$ cat src/rtl/wb_bus_arbiter.sv
// Round-robin Wishbone classic arbiter: NUM_MASTERS masters share one slave port,
// and the owner keeps the bus while it holds cyc. Optional watchdog: WB_ARB_TIMEOUT_EN.
module wb_bus_arbiter #(
  parameter int NUM_MASTERS    = 4,
  parameter int AW             = 32,
  parameter int DW             = 32,
  parameter int TIMEOUT_CYCLES = 255,
  localparam int SW = (NUM_MASTERS > 1) ? $clog2(NUM_MASTERS) : 1
) (
  input  logic                        clk,
  input  logic                        rst,
  input  logic [NUM_MASTERS*AW-1:0]   wbm_adr_i,
  input  logic [NUM_MASTERS*DW-1:0]   wbm_dat_i,
  input  logic [NUM_MASTERS*DW/8-1:0] wbm_sel_i,
  input  logic [NUM_MASTERS-1:0]      wbm_we_i,
  input  logic [NUM_MASTERS-1:0]      wbm_cyc_i,
  input  logic [NUM_MASTERS-1:0]      wbm_stb_i,
  output logic [DW-1:0]               wbm_dat_o,
  output logic [NUM_MASTERS-1:0]      wbm_ack_o,
  output logic [NUM_MASTERS-1:0]      wbm_err_o,
  output logic [AW-1:0]               wbs_adr_o,
  output logic [DW-1:0]               wbs_dat_o,
  output logic [DW/8-1:0]             wbs_sel_o,
  output logic                        wbs_we_o,
  output logic                        wbs_cyc_o,
  output logic                        wbs_stb_o,
  input  logic [DW-1:0]               wbs_dat_i,
  input  logic                        wbs_ack_i,
  input  logic                        wbs_err_i,
  output logic [NUM_MASTERS-1:0]      grant,
  output logic [SW-1:0]               select,
  output logic                        active,
  output logic                        timeout
);

  typedef enum logic {IDLE, OWN} state_t;

  state_t                 state, state_nxt;
  logic [NUM_MASTERS-1:0] grant_nxt;
  logic [SW-1:0]          select_nxt, last, last_nxt, winner;
  logic [SW:0]            cand;
  logic                   found;
  logic                   owner_cyc;
  logic                   wd_fire;

  assign owner_cyc = wbm_cyc_i[select];

  // First requester after the previous owner, wrapping modulo NUM_MASTERS.
  always_comb begin
    found  = 1'b0;
    winner = last;
    cand   = '0;
    for (int i = 1; i <= NUM_MASTERS; i++) begin
      cand = {1'b0, last} + (SW+1)'(i);
      if (cand >= (SW+1)'(NUM_MASTERS))
        cand = cand - (SW+1)'(NUM_MASTERS);
      if (!found && wbm_cyc_i[cand[SW-1:0]]) begin
        found  = 1'b1;
        winner = cand[SW-1:0];
      end
    end
  end

  always_comb begin
    state_nxt  = state;
    grant_nxt  = grant;
    select_nxt = select;
    last_nxt   = last;
    case (state)
      IDLE: begin
        if (found) begin
          state_nxt         = OWN;
          grant_nxt         = '0;
          grant_nxt[winner] = 1'b1;
          select_nxt        = winner;
          last_nxt          = winner;
        end
      end
      OWN: begin
        if (!owner_cyc) begin
          state_nxt = IDLE;
          grant_nxt = '0;
        end
      end
      default: state_nxt = IDLE;
    endcase
  end

  always_ff @(posedge clk) begin
    if (rst) begin
      state  <= IDLE;
      grant  <= '0;
      select <= '0;
      last   <= SW'(NUM_MASTERS - 1);
    end else begin
      state  <= state_nxt;
      grant  <= grant_nxt;
      select <= select_nxt;
      last   <= last_nxt;
    end
  end

  assign active    = (state == OWN);
  assign wbs_adr_o = wbm_adr_i[select*AW +: AW];
  assign wbs_dat_o = wbm_dat_i[select*DW +: DW];
  assign wbs_sel_o = wbm_sel_i[select*(DW/8) +: DW/8];
  assign wbs_we_o  = wbm_we_i[select];
  assign wbs_cyc_o = active & owner_cyc;
  assign wbs_stb_o = wbs_cyc_o & wbm_stb_i[select];
  assign wbm_dat_o = wbs_dat_i;

  // grant is all-zero while idle, so stray slave responses never reach a master.
  assign wbm_ack_o = grant & {NUM_MASTERS{wbs_ack_i & ~wd_fire}};
  assign wbm_err_o = grant & {NUM_MASTERS{wbs_err_i | wd_fire}};

`ifdef WB_ARB_TIMEOUT_EN
  localparam int CW = $clog2(TIMEOUT_CYCLES + 1);

  logic [CW-1:0] wd_cnt;

  assign wd_fire = wbs_stb_o && (wd_cnt == CW'(TIMEOUT_CYCLES));
  assign timeout = wd_fire;

  always_ff @(posedge clk) begin
    if (rst || !wbs_stb_o || wbs_ack_i || wbs_err_i || wd_fire)
      wd_cnt <= '0;
    else
      wd_cnt <= wd_cnt + 1'b1;
  end
`else
  assign wd_fire = 1'b0;
  assign timeout = 1'b0;
`endif

endmodule

$ cat config.mk
export PLATFORM = sky130hd
export DESIGN_NAME = wb_bus_arbiter
export DESIGN_NICKNAME = d
export VERILOG_FILES = /design/src/rtl/wb_bus_arbiter.sv
export SDC_FILE = /design/constraint.sdc
export NUM_CORES = 1
export LEC_CHECK = 0
export ABC_AREA = 1
export CAP_MARGIN = 5
export CORE_AREA = 2 2 173 175
export CTS_BUF_LIST = sky130_fd_sc_hd__clkbuf_16
export DETAILED_ROUTE_END_ITERATION = 16
export DIE_AREA = 0 0 175 177
export PLACE_DENSITY = 0.46
export SLEW_MARGIN = 20
export SYNTH_ARGS = -nofsm -noshare
export SYNTH_HDL_FRONTEND = slang
export SYNTH_SLANG_ARGS = --single-unit
export TNS_END_PERCENT = 20
$ cat constraint.sdc
create_clock -name clk -period 2.24 [get_ports clk]
set_input_delay 0.448 -clock clk [delete_from_list [all_inputs] [get_ports clk]]
set_output_delay 0.448 -clock clk [all_outputs]
set_load 0.1 [all_outputs]
==> results of run 1 <==
## synthesized netlist by cell type
master | n | area, sq um
nor2_1 | 146 | 548
o21ai_0 | 145 | 726
o22ai_1 | 69 | 432
nand2_1 | 44 | 165
clkbuf_1 | 37 | 139
buf_4 | 33 | 248
inv_1 | 17 | 63.8
nand3_1 | 13 | 65.1
nand2_2 | 10 | 62.6
buf_2 | 9 | 45.0
dfxtp_1 | 9 | 180
a21oi_1 | 4 | 20.0
a21oi_2 | 4 | 35.0
nand2_4 | 4 | 45.0
o21ai_1 | 3 | 15.0
inv_2 | 2 | 7.51
nor2_2 | 2 | 12.5
buf_1 | 1 | 3.75
buf_6 | 1 | 11.3
clkinv_1 | 1 | 3.75
clkinv_2 | 1 | 5.00
conb_1 | 1 | 3.75
inv_8 | 1 | 11.3
nand3_2 | 1 | 10.0
nand3_4 | 1 | 17.5
nor2_4 | 1 | 11.3
o211ai_2 | 1 | 12.5
## per-layer routing
layer | track usage [%] | part of all wire [%] | vias to the layer above
met4 | 2.15 | 1.8 | 0
met2 | 21.8 | 52 | 213
li1 | - | - | 2545
met3 | 3.07 | 7.5 | 20
met5 | 0 | 0 | -
met1 | 13.1 | 38 | 2321
## logic make-up (layout without fill, tap and decap cells)
family                 Yosys count  count (layout)  share of synthesized area, %
AOI/OAI and AO/OA              226             226                          42.8
buffers and inverters          103             426                          18.6
DFF                              9               9                          6.21
other                            1               3                         0.129
and+or+nand+nor                222             222                          32.3
## power by group
group	switching [uW]	total [uW]	internal (uW)
clock	77.2	310	233
sequential	139	369	230
combinational	7950	12100	4150
## state kept, by name (all words and copies together), names as in the netlist
name,cells
grant,4
select,2
active,1
last,2
## metrics by stage
stage	setup slack, ns	hold WS (ns)
after CTS	-0.0264	0.568
after global placement	-0.149	0.550
after floorplan	-0.994	0.595
after detailed placement	-0.149	0.556
after global routing	-0.0432	0.595
final	0.0561	0.559
## critical path, cell delays in order (launching register included)
cell,delay [ns]
dfxtp_4,0.45
buf_12,0.27
o21ai_0,0.14
o22ai_1,0.35
buf_12,0.23
## how the worst max path moves through the flow
| stage | to | start |
|---|---|---|
| floorplan | wbs_adr_o[25] | select[0] |
| global placement | wbs_stb_o | wbm_cyc_i[1] |
| detailed placement | wbs_stb_o | wbm_cyc_i[1] |
| CTS | wbs_dat_o[10] | select[0] |
| global route | wbs_stb_o | wbm_cyc_i[2] |
| finish | wbs_adr_o[30] | select[0] |
## area by class of cell
cell class	count	area [sq um]	share of cell area [%]
well taps	390	488	5.97
multi-input cells	449	2480	30.3
clock buffers	3	75.1	0.919
clock inverters	1	3.75	0.0460
diodes	2	5.00	0.0613
repair buffers	400	4830	59.2
inverters	22	96.3	1.18
flip-flops and latches	9	188	2.30
## what timing repair did
item	4_1_cts	5_1_grt
setup buffers	0	0
gates resized for setup	8	19
pin swaps	0	2
endpoints found under the setup margin	8	36
hold buffers	0	0
==> results.toml, run 1 <==
[cts]
clock-root-buffer = "clkbuf_16"
clock_latency_ns = 0.23
cts_buffers = 3
cts_max_level = 1
clock-sinks = 9
clockBufferDepth = 2
cts_tree = "built"
path_clk_slew_ns = 0.04

[power]
fin_total_pwr_uw = 12800
powerDensity_nw_per_um2 = 1570
p_leak_uw = 0.00317
ir_worst_vdd_uv = 931

[setup_path]
startpoint_type = "flip-flop"
cp-end-kind = "output port"
crit_fanout = 66
arrival_ns = 1.74
reg2reg_to = "select[1]"
criticalPathCategory = "reg2out"
r2r-start = "last[0]"
required_ns = 1.79
reg2reg_slack_ns = 0.44
r2r_cells = 11

[route]
drt-wirelength-per-cell_um = 15.3
via_per_inst = 4.00
ant_nets = 0
drt_wl_total_um = 19500
vias = 5099
drcViolationCount = 0
dr.pass1.iters = 4
drt_iter0_markers = 150

[placement]
place_congestion = 0.796
dp_hpwl_um = 16100
placed_area_sq_um = 7980
placedCellCount = 1270
port_buffers = 373

[synth]
syn-num-nets = 881
syn_area_per_cell_sq_um = 5.17
netlist_area_sq_um = 2900
syn_inst = 561
ys_warn_count = 0
ys_seq_area_share_pct = 6.21
synth_seq_cells = 9
synth.distinct_cells = 27

[timing]
maxClockFrequency_mhz = 458
clock_skew_ns = 0.000854
setup_viol = 0
rsz0062_at_grt = "true"
relSlewSlack_pct = 66.2
setup-tns-final_ns = 0
hold_viol_final = 0
layout_min_cycle_time_ns = 2.18
period_share_pct = 97.5
drv_slew = 0
worst_slew_pin_slew_ns = 0.506

[floorplan]
initial_utilization_pct = 9.91
die_w_um = 175
die_area_sq_um = 31000
io_pins = 439
fp.dieH_um = 177
core_sq_um = 29200
row_count = 63

[worst_hold_path]
hp-class = "reg2reg"
min_from = "grant[3]"
min_to = "grant[3]"
hold-path-cell-count = 2

[cells_and_area]
layout_commonest_cell = "clkdlybuf4s50_1"
finalNonFillerCells = 1276
area_delta_synth_final_pct = 182
final_core_util_pct = 27.9
mostFrequentLayoutCells = "clkdlybuf4s50_1, nor2_1, o21ai_0, buf_12, nand2_1"
n_fill_cell = 3165
final_layout_size_suffix_gt1_share_pct = 20.4
fin_nets = 1205
design_area_sq_um = 8170

[global_route]
antenna_found_initial = 2
grt_overflow = 0
grt_max_degree = 67
grt_pass1_vias = 5097
grt_use_total_pct = 11.6
grt_first_pass_wirelength_um = 28500

[run_status]
status = "finished clean"

[flow_run]
cap_violations = 0
(Power assumes the default switching activity.)
==> inputs of run 2 (changes only) <==
Settings changed: HOLD_SLACK_MARGIN set to 0.08.
==> results of run 2 <==
The final DEF is identical to that of run 1; final timing and power are the same.
==> inputs of run 3 (changes only) <==
Settings changed: SKIP_CTS_REPAIR_TIMING set to 1.
==> run 3 against run 2 <==
Against the previous run:
- sequential cell count stayed put
- cell area is 0.26% lower
- clock power hardly changed
- total power hardly changed
- register-to-register slack hardly changed
- clock-buffer cell count stayed put
- non-clock buffer count is 1 higher
- global-route usage hardly changed
- maximum frequency is 0.31% lower
- die area stayed put
- core utilization is 0.073 points lower
- sequential power hardly changed
- largest cell class unchanged
==> results.toml, run 3 (same netlist as run 1, synthesis figures left out) <==
[timing]
relSlewSlack_pct = 66.2
drv_slew = 0
setup_viol = 0
rsz0062_at_grt = "true"
maxClockFrequency_mhz = 456
clock_skew_ns = 0.000538
hold_viol_final = 0
layout_min_cycle_time_ns = 2.19
worst_slew_pin_slew_ns = 0.506
period_share_pct = 97.8

[setup_path]
required_ns = 1.79
path_buf_inv = 3
max_stage_delay_ns = 0.45
startpoint_type = "flip-flop"
crit_top_cell = "buf_12"
arrival_ns = 1.74
cp_cell_sequence = "inv_6 -> buf_12 -> o21ai_0 -> o22ai_1 -> buf_12"
criticalPathCategory = "reg2out"
path_delay_family = "compound AO/OA/AOI/OAI gates"
cpMaxStageDelayCell = "dfxtp_4"
crit_fanout = 21
cp-end-kind = "output port"

[power]
p_leak_uw = 0.00317
fin_total_pwr_uw = 12800
ir_worst_vdd_uv = 931
powerDensity_nw_per_um2 = 1570

[cells_and_area]
largest_reg_flops = 4
mostFrequentLayoutCells = "clkdlybuf4s50_1, nor2_1, o21ai_0, buf_12, o22ai_1"
reg_top3 = "grant (4), last (2), select (2)"
finalNonFillerCells = 1277
final_core_util_pct = 27.9
area_delta_synth_final_pct = 181
fin_nets = 1206
largest_register = "grant"
final_layout_size_suffix_gt1_share_pct = 19.5
layout_commonest_cell = "clkdlybuf4s50_1"

[cts]
cts_tree = "built"
clock-root-buffer = "clkbuf_16"
cts_max_level = 1
clock_latency_ns = 0.23
clockBufferDepth = 2
path_clk_slew_ns = 0.04
cts_buffers = 3
clock-sinks = 9

[route]
drt_iter0_markers = 165
drt-wirelength-per-cell_um = 15.5
dr.pass1.iters = 5
vias = 5094
drcViolationCount = 0
drt_wl_total_um = 19800
ant_nets = 0
via_per_inst = 3.99

[global_route]
grt_use_total_pct = 11.6
grt_pass1_vias = 5083
grt_max_degree = 67
antenna_found_initial = 2
grt_overflow = 0
grt_first_pass_wirelength_um = 28500

[floorplan]
fp.dieH_um = 177
die_area_sq_um = 31000
core_sq_um = 29200
io_pins = 439
row_count = 63
die_w_um = 175
initial_utilization_pct = 9.91

[placement]
dp_hpwl_um = 16100
port_buffers = 373
placedCellCount = 1270
place_congestion = 0.796

[run_status]
status = "finished clean"

[worst_hold_path]
hp-class = "reg2reg"

[flow_run]
cap_violations = 0
[run 3: changes by cell type in the layout (fill, tap and decap cells not counted), sizes merged]
cell,change
clkbuf,+1
dlygate4sd2,-1
dlymetal6s2s,+1
[run 3: per-stage QoR]
stage / instance area (sq um) / TNS [ns] / hold WS, ns / setup WS [ns]
6_report: 8150 / 0 / 0.559 / 0.0493
5_1_grt: 8140 / -0.277 / 0.595 / -0.0514
4_1_cts: 8060 / -0.297 / 0.568 / -0.165
3_5_place_dp: 7980 / -0.149 / 0.556 / -0.149
3_3_place_gp: 7980 / -0.149 / 0.550 / -0.149
2_1_floorplan: 3100 / -57.41 / 0.595 / -0.994
[run 3: area by class of cell]
type | instances | area (sq um)
fill | 3171 | 21100
timing repair buffer | 401 | 4860
multi-input combinational | 449 | 2430
tap | 390 | 488
sequential | 9 | 188
inverter | 22 | 96.3
clock buffer | 3 | 75.1
antenna | 2 | 5.00
clock inverter | 1 | 3.75
[run 3: where the power goes]
group / internal (uW) / total [uW] / switching (uW)
combinational: 4150 / 12100 / 7960
sequential: 230 / 368 / 138
clock: 233 / 310 / 76.7
total: 4620 / 12800 / 8180
[run 3: worst reg2reg max path, stage by stage, from the launching register on]
cell      delay (ns)
dfxtp_1         0.63
nand2_1         0.16
nand2_2         0.13
nand2_2         0.09
nand2_4         0.12
clkinv_2        0.08
nand3_4         0.08
clkinv_1        0.08
nand2_1         0.08
nand2_2         0.08
nand2_2         0.08
a21oi_1         0.06
[run 3: layer usage]
layer	share of wire, %	GRT usage [%]	wire length, um	vias up
li1	-	-	-	2547
met4	1.7	2.12	338	0
met5	0	0	0	-
met1	39	13.1	7670	2306
met3	7.5	3.09	1490	20
met2	52	21.8	10300	221
[run 3: final timing paths]
path                                       to  cells after the start      start  slack [ns]
worst max register to register      select[1]                     11    last[0]        0.44
worst max-delay path            wbs_dat_o[15]                      5  select[0]        0.05
worst min register to register       grant[3]                      2   grant[3]        0.56
worst min-delay path                 grant[3]                      2   grant[3]        0.56
